==> config.mk <==
export PLATFORM = sky130hd
export DESIGN_NAME = instr_encoder
export DESIGN_NICKNAME = d
export VERILOG_FILES = /design/src/rtl/instr_encoder.sv
export SDC_FILE = /design/constraint.sdc
export NUM_CORES = 1
export LEC_CHECK = 0
export ABC_AREA = 1
export BUFFER_PORTS_ARGS = -buffer_cell sky130_fd_sc_hd__buf_2
export CORE_AREA = 2 2 70 72
export DETAILED_ROUTE_END_ITERATION = 12
export DIE_AREA = 0 0 72 74
export GPL_TIMING_DRIVEN = 0
export PLACE_DENSITY = 0.83
export SLEW_MARGIN = 40
export SYNTH_ARGS = -nofsm -noshare
export SYNTH_HDL_FRONTEND = slang
export SYNTH_SLANG_ARGS = --single-unit
==> constraint.sdc <==
create_clock -name clk -period 1.9 [get_ports clk]
set_input_delay 0.38 -clock clk [delete_from_list [all_inputs] [get_ports clk]]
set_output_delay 0.38 -clock clk [all_outputs]
set_load 0.02 [all_outputs]
==> src/rtl/instr_encoder.sv <==
// RV32I descriptor-to-machine-word encoder feeding the instruction memory write port.
// Optional immediate/kind range checker is enabled by defining ENC_CHECK_EN.
module instr_encoder #(
  parameter int AW = 6
) (
  input  logic          clk,
  input  logic          rst_n,
  input  logic          start,
  input  logic          in_valid,
  output logic          in_ready,
  input  logic          in_last,
  input  logic [2:0]    in_kind,
  input  logic [2:0]    in_funct3,
  input  logic          in_f7b5,
  input  logic [4:0]    in_rd,
  input  logic [4:0]    in_rs1,
  input  logic [4:0]    in_rs2,
  input  logic [31:0]   in_imm,
  output logic          mem_we,
  output logic [AW-1:0] mem_addr,
  output logic [31:0]   mem_wdata,
  output logic [AW:0]   count,
  output logic          busy,
  output logic          done,
  output logic          full,
  output logic          err
);

  typedef enum logic [1:0] {S_IDLE, S_RUN, S_DONE} state_t;
  typedef enum logic [2:0] {K_LOAD, K_STORE, K_RTYPE, K_ITYPE, K_BRANCH} kind_t;

  localparam logic [AW:0] FULL_CNT = {1'b1, {AW{1'b0}}};

  state_t      state, state_nxt;
  logic        accept;
  logic        session_start;
  logic [AW:0] count_inc;
  logic        reach_full;
  logic [31:0] enc_word;

  assign in_ready      = (state == S_RUN);
  assign busy          = (state != S_IDLE);
  assign done          = (state == S_DONE);
  assign accept        = in_valid & in_ready;
  assign session_start = (state == S_IDLE) & start;
  assign count_inc     = count + (AW+1)'(1);
  assign reach_full    = (count_inc == FULL_CNT);

  // NOTE: every variable driven in always_comb gets a default first, so no path leaves it holding its old value (which would infer a latch).
  always_comb begin
    state_nxt = state;
    case (state)
      S_IDLE:  if (start) state_nxt = S_RUN;
      S_RUN:   if (accept && (in_last || reach_full)) state_nxt = S_DONE;
      S_DONE:  state_nxt = S_IDLE;
      default: state_nxt = S_IDLE;
    endcase
  end

  always_comb begin
    enc_word = 32'h0000_0013;
    case (in_kind)
      K_LOAD:   enc_word = {in_imm[11:0], in_rs1, in_funct3, in_rd, 7'b0000011};
      K_STORE:  enc_word = {in_imm[11:5], in_rs2, in_rs1, in_funct3, in_imm[4:0], 7'b0100011};
      K_RTYPE:  enc_word = {1'b0, in_f7b5, 5'b00000, in_rs2, in_rs1, in_funct3, in_rd, 7'b0110011};
      K_ITYPE: begin
        case (in_funct3)
          3'b001:  enc_word = {7'b0000000, in_imm[4:0], in_rs1, in_funct3, in_rd, 7'b0010011};
          3'b101:  enc_word = {1'b0, in_f7b5, 5'b00000, in_imm[4:0], in_rs1, in_funct3, in_rd, 7'b0010011};
          default: enc_word = {in_imm[11:0], in_rs1, in_funct3, in_rd, 7'b0010011};
        endcase
      end
      K_BRANCH: enc_word = {in_imm[12], in_imm[10:5], in_rs2, in_rs1, in_funct3,
                            in_imm[4:1], in_imm[11], 7'b1100011};
      default:  enc_word = 32'h0000_0013;
    endcase
  end

  // NOTE: sequential state uses non-blocking assignments so all registers see pre-edge values.
  always_ff @(posedge clk) begin
    if (!rst_n) begin
      state     <= S_IDLE;
      mem_we    <= 1'b0;
      mem_addr  <= '0;
      mem_wdata <= '0;
      count     <= '0;
      full      <= 1'b0;
    end else begin
      state  <= state_nxt;
      mem_we <= accept;
      if (session_start) begin
        count <= '0;
        full  <= 1'b0;
      end
      if (accept) begin
        mem_addr  <= count[AW-1:0];
        mem_wdata <= enc_word;
        if (count != FULL_CNT) count <= count_inc;
        if (reach_full) full <= 1'b1;
      end
    end
  end

`ifdef ENC_CHECK_EN
  logic enc_bad;

  always_comb begin
    enc_bad = 1'b0;
    case (in_kind)
      K_LOAD, K_STORE:
        enc_bad = ($signed(in_imm) < -2048) || ($signed(in_imm) > 2047);
      K_RTYPE:
        enc_bad = 1'b0;
      K_ITYPE: begin
        if (in_funct3 == 3'b001 || in_funct3 == 3'b101)
          enc_bad = ($signed(in_imm) < 0) || ($signed(in_imm) > 31);
        else
          enc_bad = ($signed(in_imm) < -2048) || ($signed(in_imm) > 2047);
      end
      K_BRANCH:
        enc_bad = ($signed(in_imm) < -4096) || ($signed(in_imm) > 4094) || in_imm[0];
      default:
        enc_bad = 1'b1;
    endcase
  end

  always_ff @(posedge clk) begin
    if (!rst_n)                err <= 1'b0;
    else if (session_start)    err <= 1'b0;
    else if (accept && enc_bad) err <= 1'b1;
  end
`else
  // Upper immediate bits only matter to the range checker.
  logic unused_imm_hi;
  assign unused_imm_hi = ^in_imm[31:13];
  assign err           = 1'b0;
`endif

endmodule

-- Word level (Yosys, flattened, before mapping)
Cells that the tools add are included.
- register bits: 49
- logic and storage cells: 38
- memory bits (writable): 0
- bits in read-only memories: 0
- input bits: 59
- bits in latches: 0
- output and inout bits: 51
- memories: 0
- shift-type cells: 0
- $mul: 0
- reductions and logical operators: 6
- $add $sub $neg: 1
- eq/ne operators: 12
- bitwise logic cells: 2
- $lt $le $gt $ge: 0
- mux-type cells: 11
- divide/modulo/power cells: 0
- operators with widths (cell ; number):
    32-bit case mux with 5 select lines ; 1
    32-bit case mux with 2 select lines ; 1
    7-bit 2-to-1 mux ; 3
    7-bit by 1-bit adder with 7-bit output (second input constant) ; 1
    7-bit equality test (second input constant) ; 1
    7-bit != test (second input constant) ; 1
    3-bit by 1-bit equality test with 1-bit output (second input constant) ; 2
    3-bit by 2-bit equality test with 1-bit output (second input constant) ; 2
    3-bit equality test (second input constant) ; 2
    2-bit 2-to-1 mux ; 2
    2-bit case mux with 2 select lines ; 1
    3-bit zero test ; 1
    1-bit 2-to-1 mux ; 3
    1-bit AND ; 2
    2-bit by 1-bit equality test with 1-bit output (second input constant) ; 1
    2-bit equality test (second input constant) ; 1
    2-bit zero test ; 1
    2-bit by 1-bit != test with 1-bit output (second input constant) ; 1
    2-bit != test (second input constant) ; 1
    2-bit AND reduction ; 1
    2-bit nonzero test ; 1
    1-bit logical AND ; 1
    1-bit logical OR ; 1

-- Depth between registers and ports, before layout
Gate-level depths: netlist of run 1.
- depth after elaboration: 6
- mapped depth: 9
- gate-level depth less buffers: 9

-- Least setup slack after synthesis of run 1
OpenSTA, ideal clock, no wires.
- path type: reg2reg
- start: register count[1]
- end: register state[0]
- stages on the path, launching flop included: 9
- path slack: 0.519 ns
- setup time: 0.113 ns
- arrival time: 1.267 ns
- buffers on the path: 0
- data required time: 1.787 ns
- period minus slack after synthesis: 1.381 ns
- cell sequence: dfxtp_1 -> ha_1 -> nand3_1 -> o21bai_1 -> nand2_1 -> nor2_1 -> nand2_1 -> nand3_1 -> nand2_1
- cells in the longest elaborated chain, start to end: 6
- ends and longest elaborated chain (what ; line ; text):
    from (decl) ; 22 ; output logic [AW:0] count,
    from (signal assigned) ; 98 ; if (count != FULL_CNT) count <= count_inc;
    7-bit by 1-bit adder with 7-bit output ; 46 ; assign count_inc = count + (AW+1)'(1);
    7-bit equality test ; 47 ; assign reach_full = (count_inc == FULL_CNT);
    1-bit logical OR ; 54 ; S_RUN: if (accept && (in_last || reach_full)) state_nxt = S_DONE;
    1-bit logical AND ; 54 ;
    2-bit by 1-bit != test with 1-bit output (no source line) ; - ;
    2-bit AND reduction (no source line) ; - ;
    to (signal assigned) ; 89 ; state <= state_nxt;
    to (decl) ; 34 ; state_t state, state_nxt;
Every way passes these cells.
A chain may end at the register's enable or synchronous reset.

-- Worst setup path in the final report of run 1
- start: register state[0]
- end: output port busy
- cells in the longest elaborated chain, start to end: 1
- ends and longest elaborated chain (what ; line ; text):
    2-bit nonzero test ; 42 ; assign busy = (state != S_IDLE);
    to (decl) ; 23 ; output logic busy,
Every way passes these cells.

==> results.txt, run 1 <==
After global routing the overflow that remains totals 0. The number of antenna violations at the first check in global routing is 0. The share of the cycle needed by the critical path after routing came out at 79.8%. The proportion of synthesized chip area in sequential cells is 42.9%.

STA classifies the critical path startpoint as a flop. The compound-gate portion of the synthesized area came out at between 10 and 15%. The post-synthesis area per instance is 7.01 um2. The area taken by flip-flops and latches came out at 921 um2. The time the worst path needs with I/O delays and setup came out at about 1500 ps. The number of gates resized after CTS came out at 0.

The combined area of the multi-input logic cells came out at 1020 um2. Among all flip-flop cells after synthesis, the most frequent one is dfxtp_1. The number of fillers in the final layout came out at 442. The power density relative to cell area is just under 800 nW/um2.

dfxtp_1 takes more of the synthesized area than any other cell. STA puts the critical path data required time at 1520 ps. The number of warning messages in the yosys log came out at 0. The peak ir drop on the vdd network came out at 0.000451 V. The hold buffer count at CTS came out at 0. Buffers inserted during clock tree synthesis total 5.

The worst hold path belongs to the class in -> reg. The slowest library cell on the worst path is dfxtp_1. Derived from the worst setup path, the maximum achievable clock frequency is between 600 and 700 MHz.

The number of buffers on the longest clock path is 2. The insertion delay to the later sink of the worst-skew pair is 300 ps. The critical path is of the reg -> out type.

The number of max-slew violations in the final report was 0. The hold violation total from the final report is 0. The number of DRC markers after the initial detailed-route iteration came out at approximately 100. The total buffers and inverters traversed by the critical path is 1. Yosys attributes the largest share of cell area to dfxtp_1 (43%), nand2_1 (16%), a21oi_1 (8.9%). Entering global routing, the biggest net connects 14 pins. For the final routed database, the setup TNS stands at 0 ps. The total of flip-flops plus latches after synthesis is 46. The area growth from synthesis to layout came out at 28.5%. TritonCTS built the clock tree.

Across the routed clock network, the largest skew measured is 3.86 ps. The clock root buffer is clkbuf_8. The maximum fanout along the worst path came out at 4. The pin slew with the least headroom to its limit is 526 ps.

The number of vias in the routed layout is ~2,300. Setup violations remaining at the end of the flow were counted as 0. Summing every instance area after synthesis gives 2140 um2. The max-capacitance violation count is 0. The initial cell density of the core came out at a little under half. The static power due to leakage is 1.39 nW. Summing the areas of all fa, ha and maj instances in the mapped netlist gives 1.17% of the synthesized area.

Measured against its own limit, the worst slew margin works out to 65.0%. The first-pass GRT wire length is 9.12 mm. The area share of and/or/nand/nor cells after synthesis came out at 31.2%. The number of enable flip-flop cells after synthesis came out at 0. The remaining number of nets flagged by the antenna check after routing is 0. Routability-driven placement finished with a final weighted congestion of 0.902. The overall routing resource usage came out at around 22%. After clock tree synthesis, the setup repair step added 0 buffers. The count of unresolved DRC violations after routing is 0. After floorplanning, the core was sized to cover about 4600 um2.

The y dimension of the die came out at 74 um. The netlist uses 27 different library cells. Setup repair after global routing left no endpoint under its margin. After technology mapping, the gate count stands at around 310. By area, the combinational part of the netlist is dominated by simple AND/OR/NAND/NOR gates. Sorting the synthesized cells by how often they occur yields nand2_1 (94), dfxtp_1 (46), a21oi_1 (38), nand3_1 (38), inv_1 (24). The clock input transition at the sequential cells of the worst setup and hold paths came out at about 90 ps. The data arrival time at the worst-slack endpoint is approximately 1100 ps. Counting flops with an async set or reset pin after synthesis yields a share of 0%. The run finished with clean final reports.

The detailed placer's ending HPWL is 4.24 mm. The largest single stage delay on the critical path is 360 ps. The number of top-level design ports came out at 110.

Hold is met by 317 ps. The top-area cell type share of the netlist area came out at 42.9%. nand2_1 is the most common cell in the netlist. The total routed wirelength is ~5.7 mm. The xor/xnor share of the synthesized area came out at less than 1%.

The H-tree depth came out at 2. The via count of the first global-routing pass is between 2,000 and 2,500. The per-cell via count in the routed design is 5.00. The share of layout cells above drive strength 1 came out at 28.9%. The number of rows created at floorplan is 25.

The detailed-routing iteration count for the pre-antenna-repair pass came out at 4. The die area came out at 5330 um2. The number of antenna repair diodes came out at 0. The multiplexer area fraction after synthesis came out at 0%. The count of input and output buffers came out at 86.

The top cell family by delay on the critical path is flip-flops. The signal on the critical path passes through or2_2 > buf_2. The die width came out at 72 um. The clock sink total is between 40 and 50. The worst setup path is captured at an output pin. The number of nets in the layout is 462. The average wire length per cell after detail routing is 12.4 um.
[power breakdown]
part,total [W],switching [W],internal [W],leakage [nW]
registers,0.00103,0.0000253,0.00100,0.373
logic,0.000380,0.000246,0.000134,0.968
clock network,0.000718,0.000324,0.000394,0.0524
total,0.00213,0.000595,0.00153,1.39
[worst register-to-register path, cell delays in order (launching register included)]
cell	delay, ps
dfxtp_1	420
ha_1	260
nand3_1	100
o21bai_1	130
nand2_1	90
nor2_1	130
nand2_1	100
nand3_1	80
nand2_1	40
[worst paths after layout]
check,from,end,slack (ps),depth (start not counted)
worst max-delay path,state[0],busy,380,2
worst min-delay path,in_imm[8],mem_wdata[28],320,3
worst max register to register,count[1],state[0],460,8
worst min register to register,mem_wdata[27],mem_wdata[27],470,2
[stage by stage]
step	total power [W]	util (%)	worst slack, ps	area [um2]	instances
3_5_place_dp	0.00143	57.6	404	2650	448
2_1_floorplan	0.00129	-	519	2150	308
4_1_cts	0.00214	59.9	377	2760	456
3_3_place_gp	0.00142	57.6	436	2650	448
6_report	0.00213	59.9	383	2760	456
5_1_grt	0.00222	59.9	278	2760	456
[cell families (layout without fill, tap and decap cells)]
family                   count (synthesis)  in the layout
AND/OR/NAND/NOR                        155            155
AO/OA/AOI/OAI                           56             56
flip-flops                              46             46
buffers and inverters                   45            139
adder cells (fa/ha/maj)                  2              2
other                                    1              3
XOR/XNOR                                 1              1
[state kept, by name, indices dropped and copies added, names as in the netlist]
register	count
mem_wdata	29
count	7
mem_addr	6
state	2
full	1
mem_we	1
[area by class of cell]
class	count	share of cell area [%]
clock buffer	7	2.77
multi-input combinational	217	36.9
inverter	27	3.72
sequential	46	33.4
tap	54	2.45
buffer	18	4.04
timing repair buffer	86	15.6
clock inverter	1	1.09
[metal layers]
layer  share of wire, %  global-route usage, %  vias to the layer above
met5                  0                      0                        -
met4                2.2                   9.01                        0
met3                7.3                   5.69                       12
met2                 47                   36.9                       82
met1                 44                   27.2                     1016
li1                   -                      -                     1169
[placed cells by master, fill, tap and decap left out, drive strengths merged]
cell | netlist | routed
a21oi | 40 | 40
conb | 1 | 3
nand2 | 96 | 96
buf | 12 | 98
dfxtp | 46 | 46
o211ai | 1 | 1
nand3 | 39 | 39
o21ai | 13 | 13
o21bai | 1 | 1
ha | 2 | 2
clkinv | 1 | 1
nor2 | 18 | 18
clkbuf | 6 | 13
or2 | 1 | 1
xnor2 | 1 | 1
nor3 | 1 | 1
bufinv | 0 | 1
inv | 26 | 26
o21a | 1 | 1
Power figures use the tool's default switching activity.
==> run 2: changes to the inputs <==
- CORE_AREA: 2 2 70 72 -> 2 2 73 75
- DIE_AREA: 0 0 72 74 -> 0 0 75 77
- PLACE_DENSITY: 0.83 -> 0.77
- clock period: 1.9 -> 1.58 ns (I/O delays scaled with it)
==> run 2 against run 1 <==
Compared with the run above:
- design area decreased by 0.18%
- worst setup slack got worse by 230 ps
- via count increased by 1.1%
- clock skew increased by 2.8 ps
- flip-flop and latch count unchanged
- wire length increased by 1.4%
- critical path depth unchanged
- largest cell class unchanged
- combinational power increased by 20%
- die area increased by 8.4%
- clock-buffer cell count unchanged
- register-to-register slack got worse by 260 ps
==> results.txt, run 2 (synthesis results as in run 1) <==
The launching point of the worst reg2reg path is count[1] (unchanged). The capturing point of the worst reg2reg path is state[0] (unchanged). The number of top-level design ports is 110 (unchanged). The max-capacitance violation count came out at 0 (unchanged).

The clock root buffer is clkbuf_8 (unchanged). The hold buffer count at CTS is 0 (unchanged). The overall routing resource usage is 20.0% (was 22.0%). The data arrival time at the worst-slack endpoint came out at 1110 ps (was 1140 ps). The die width was 75 um (was 72 um). The clock tree from TritonCTS is done (unchanged).

The part of the total power dissipated in combinational logic came out at 19.3% (was 17.9%). The share of layout cells above drive strength 1 is 29.4% (was 28.9%). The startpoint of the most critical hold path is in_imm[6] (was in_imm[8]). The maximum number of pins on one net before global-route repair is 13 (was 14). The leftover overflow at the end of global routing came to 0 (unchanged).

The clock sink total came out at 46 (unchanged). The initial cell density of the core was 43.1% (was 46.6%). The sequential share of power is 52.4% (was 48.4%). The area growth from synthesis to layout is 28.3% (was 28.5%). The number of DRC markers after the initial detailed-route iteration is 160 (was 103).

The most flop-heavy register is mem_wdata (unchanged). The worst setup path category was reg -> out (unchanged). The type of the most critical hold path is in -> reg (unchanged).

The y dimension of the die is 77 um (was 74 um). The switching portion of total power is 29.1% (was 28.0%). The number of flip-flops under the largest register name is 29 (unchanged). The average wire length per cell after detail routing is 12.2 um (was 12.4 um). The power share of the clock group is 28.3% (was 33.8%). The top cell family by delay on the critical path is flip-flops (unchanged). The insertion delay to the later sink of the worst-skew pair was 290 ps (was 300 ps). The via count of the first global-routing pass is 2,008 (was 2,082).

The most common cell after layout, fill and taps aside is nand2_1 (unchanged). The count of input and output buffers came out at 86 (unchanged). The final weighted congestion in routability-driven placement came out at 0.915 (was 0.902).

Run status: completed (unchanged). The pin slew with the least headroom to its limit is 530 ps (was 526 ps). Largest registers ranked by flip-flop count: mem_wdata (29), count (7), mem_addr (6) (unchanged). The H-tree depth is 2 (unchanged). The sink of the worst hold path is mem_wdata[26] (was mem_wdata[28]). The data required time of the worst path was 1260 ps (was 1520 ps). The total routed wirelength came out at 5.75 mm (was 5.67 mm). The number of CTS-inserted buffers came out at 5 (unchanged). The remaining number of nets flagged by the antenna check after routing came out at 0 (unchanged). The type of element capturing the critical path is an output pin (unchanged). The total negative slack is 0 ps (unchanged). The number of endpoints failing setup at the final stage is 0 (unchanged). The switching component of the power was 0.000687 W (was 0.000595 W). Highest-count cells in the layout ignoring fill and taps: nand2_1 (94), buf_2 (91), dfxtp_1 (44), a21oi_1 (38), nand3_1 (38) (was nand2_1 (94), buf_2 (91), dfxtp_1 (46), a21oi_1 (38), nand3_1 (38)). The utilization after layout is 55.3% (was 59.9%). The relative max-transition margin is 64.6% (was 65.0%). The number of vias in the routed layout is 2,305 (was 2,279).

The count of cells along the worst hold path came out at 3 (unchanged). The maximum fanout along the worst path came out at 4 (unchanged). The largest clock skew in the final design is 6.70 ps (was 3.86 ps).

The detailed placer's ending HPWL came to 4.31 mm (was 4.24 mm). The hold violation total from the final report came out at 0 (unchanged). The number of buffers on the longest clock path came to 2 (unchanged). The total buffers and inverters traversed by the critical path came out at 1 (unchanged). The number of nets in the layout came out at 462 (unchanged). Cell chain of the critical path: or2_2 > buf_2 (unchanged).

The peak ir drop on the vdd network came out at 0.000534 V (was 0.000451 V). The die area is 5780 um2 (was 5330 um2). The number of rows created at floorplan came out at 26 (was 25). The share of the cycle needed by the critical path after routing came out at 90.4%. The cell-internal power came to 0.00167 W (was 0.00153 W). The number of max-slew violations in the final report was 0 (unchanged). The per-cell via count in the routed design came out at 4.89 (was 5.00). The first-pass GRT wire length came to 9.09 mm (was 9.12 mm). RSZ-0062 raised after global routing: no (unchanged). The fmax is 700 MHz.

The core area came out at 4980 um2 (was 4600 um2). The smallest clock period supported by the final layout is computed as between 1000 and 1500 ps. The clock input transition at the sequential cells of the worst setup and hold paths is 80 ps (was 90 ps). The number of antenna repair diodes is 0 (unchanged). The startpoint kind of the worst setup timing path is a flop (unchanged).

The number of antenna violations at the first check in global routing was 0 (unchanged). The power density relative to cell area was 858 nW/um2 (was 772 nW/um2). The detailed-routing iteration count for the pre-antenna-repair pass came out at 4 (unchanged). The static power due to leakage is 1.38 nW (was 1.39 nW).

The slowest library cell on the worst path is dfxtp_1 (unchanged). The length in cells of the worst reg-to-reg path came out at 8 (unchanged). The setup slack of the worst register-to-register path came to 200 ps (was 460 ps). The count of unresolved DRC violations after routing is 0 (unchanged). The largest stage delay on the critical path came out at 360 ps (about the same).
-- run 2: worst reg2reg max path, cell delays in order, from the launching register on --
cell      delay, ps
dfxtp_2         380
ha_2            220
nand3_1          90
o21bai_1        130
nand2_1          80
nor2_1          120
nand2_1         100
nand3_1          90
nand2_1          60
-- run 2: final cells by class --
cell class,count,area (um2)
fill,499,2230
sequential,46,923
timing repair buffer,86,430
clock buffer,7,76.3
tap,70,87.6
multi-input combinational,217,1020
inverter,27,103
buffer,18,111
-- run 2: what timing repair did --
item | in CTS | in global routing
endpoints found under the setup margin | 0 | 3
buffers inserted | 0 | 0
gates resized for setup | 0 | 3
-- run 2: power by group through the flow --
stage,logic [W],clock network [W],registers [W]
after floorplan,0.000235,0,0.00132
after global placement,0.000450,0,0.00126
final,0.000456,0.000669,0.00124
after CTS,0.000458,0.000696,0.00123
after detailed placement,0.000455,0,0.00126
after global routing,0.000503,0.000736,0.00124
-- run 2: worst max path at each step --
| stage | end | slack, ps | startpoint | cells past startpoint |
|---|---|---|---|---|
| final | busy | 150 | state[0] | 2 |
| after detailed placement | mem_wdata[23] | 150 | in_kind[0] | 8 |
| after global placement | count[2] | 170 | in_valid | 5 |
| after CTS | busy | 150 | state[0] | 2 |
| after floorplan | state[0] | 200 | count[1] | 8 |
| after global routing | state[0] | 30 | count[1] | 8 |
-- run 2: routing by layer --
metal / global-route usage (%) / vias to the layer above / share of wire, %
li1: - / 1166 / -
met1: 25.6 / 1033 / 42
met2: 33.3 / 102 / 48
met3: 5.26 / 4 / 9.1
met4: 4.29 / 0 / 0.61
met5: 0 / - / 0
-- run 2: through the flow --
stage	cell area, um2	std cells	hold WS (ps)	power, W	worst slack [ps]
floorplan	2150	308	454	0.00155	199
global route	2750	471	261	0.00248	28.5
finish	2750	471	262	0.00236	152
CTS	2750	471	252	0.00239	145
global placement	2670	464	449	0.00171	172
detailed placement	2670	464	453	0.00172	147
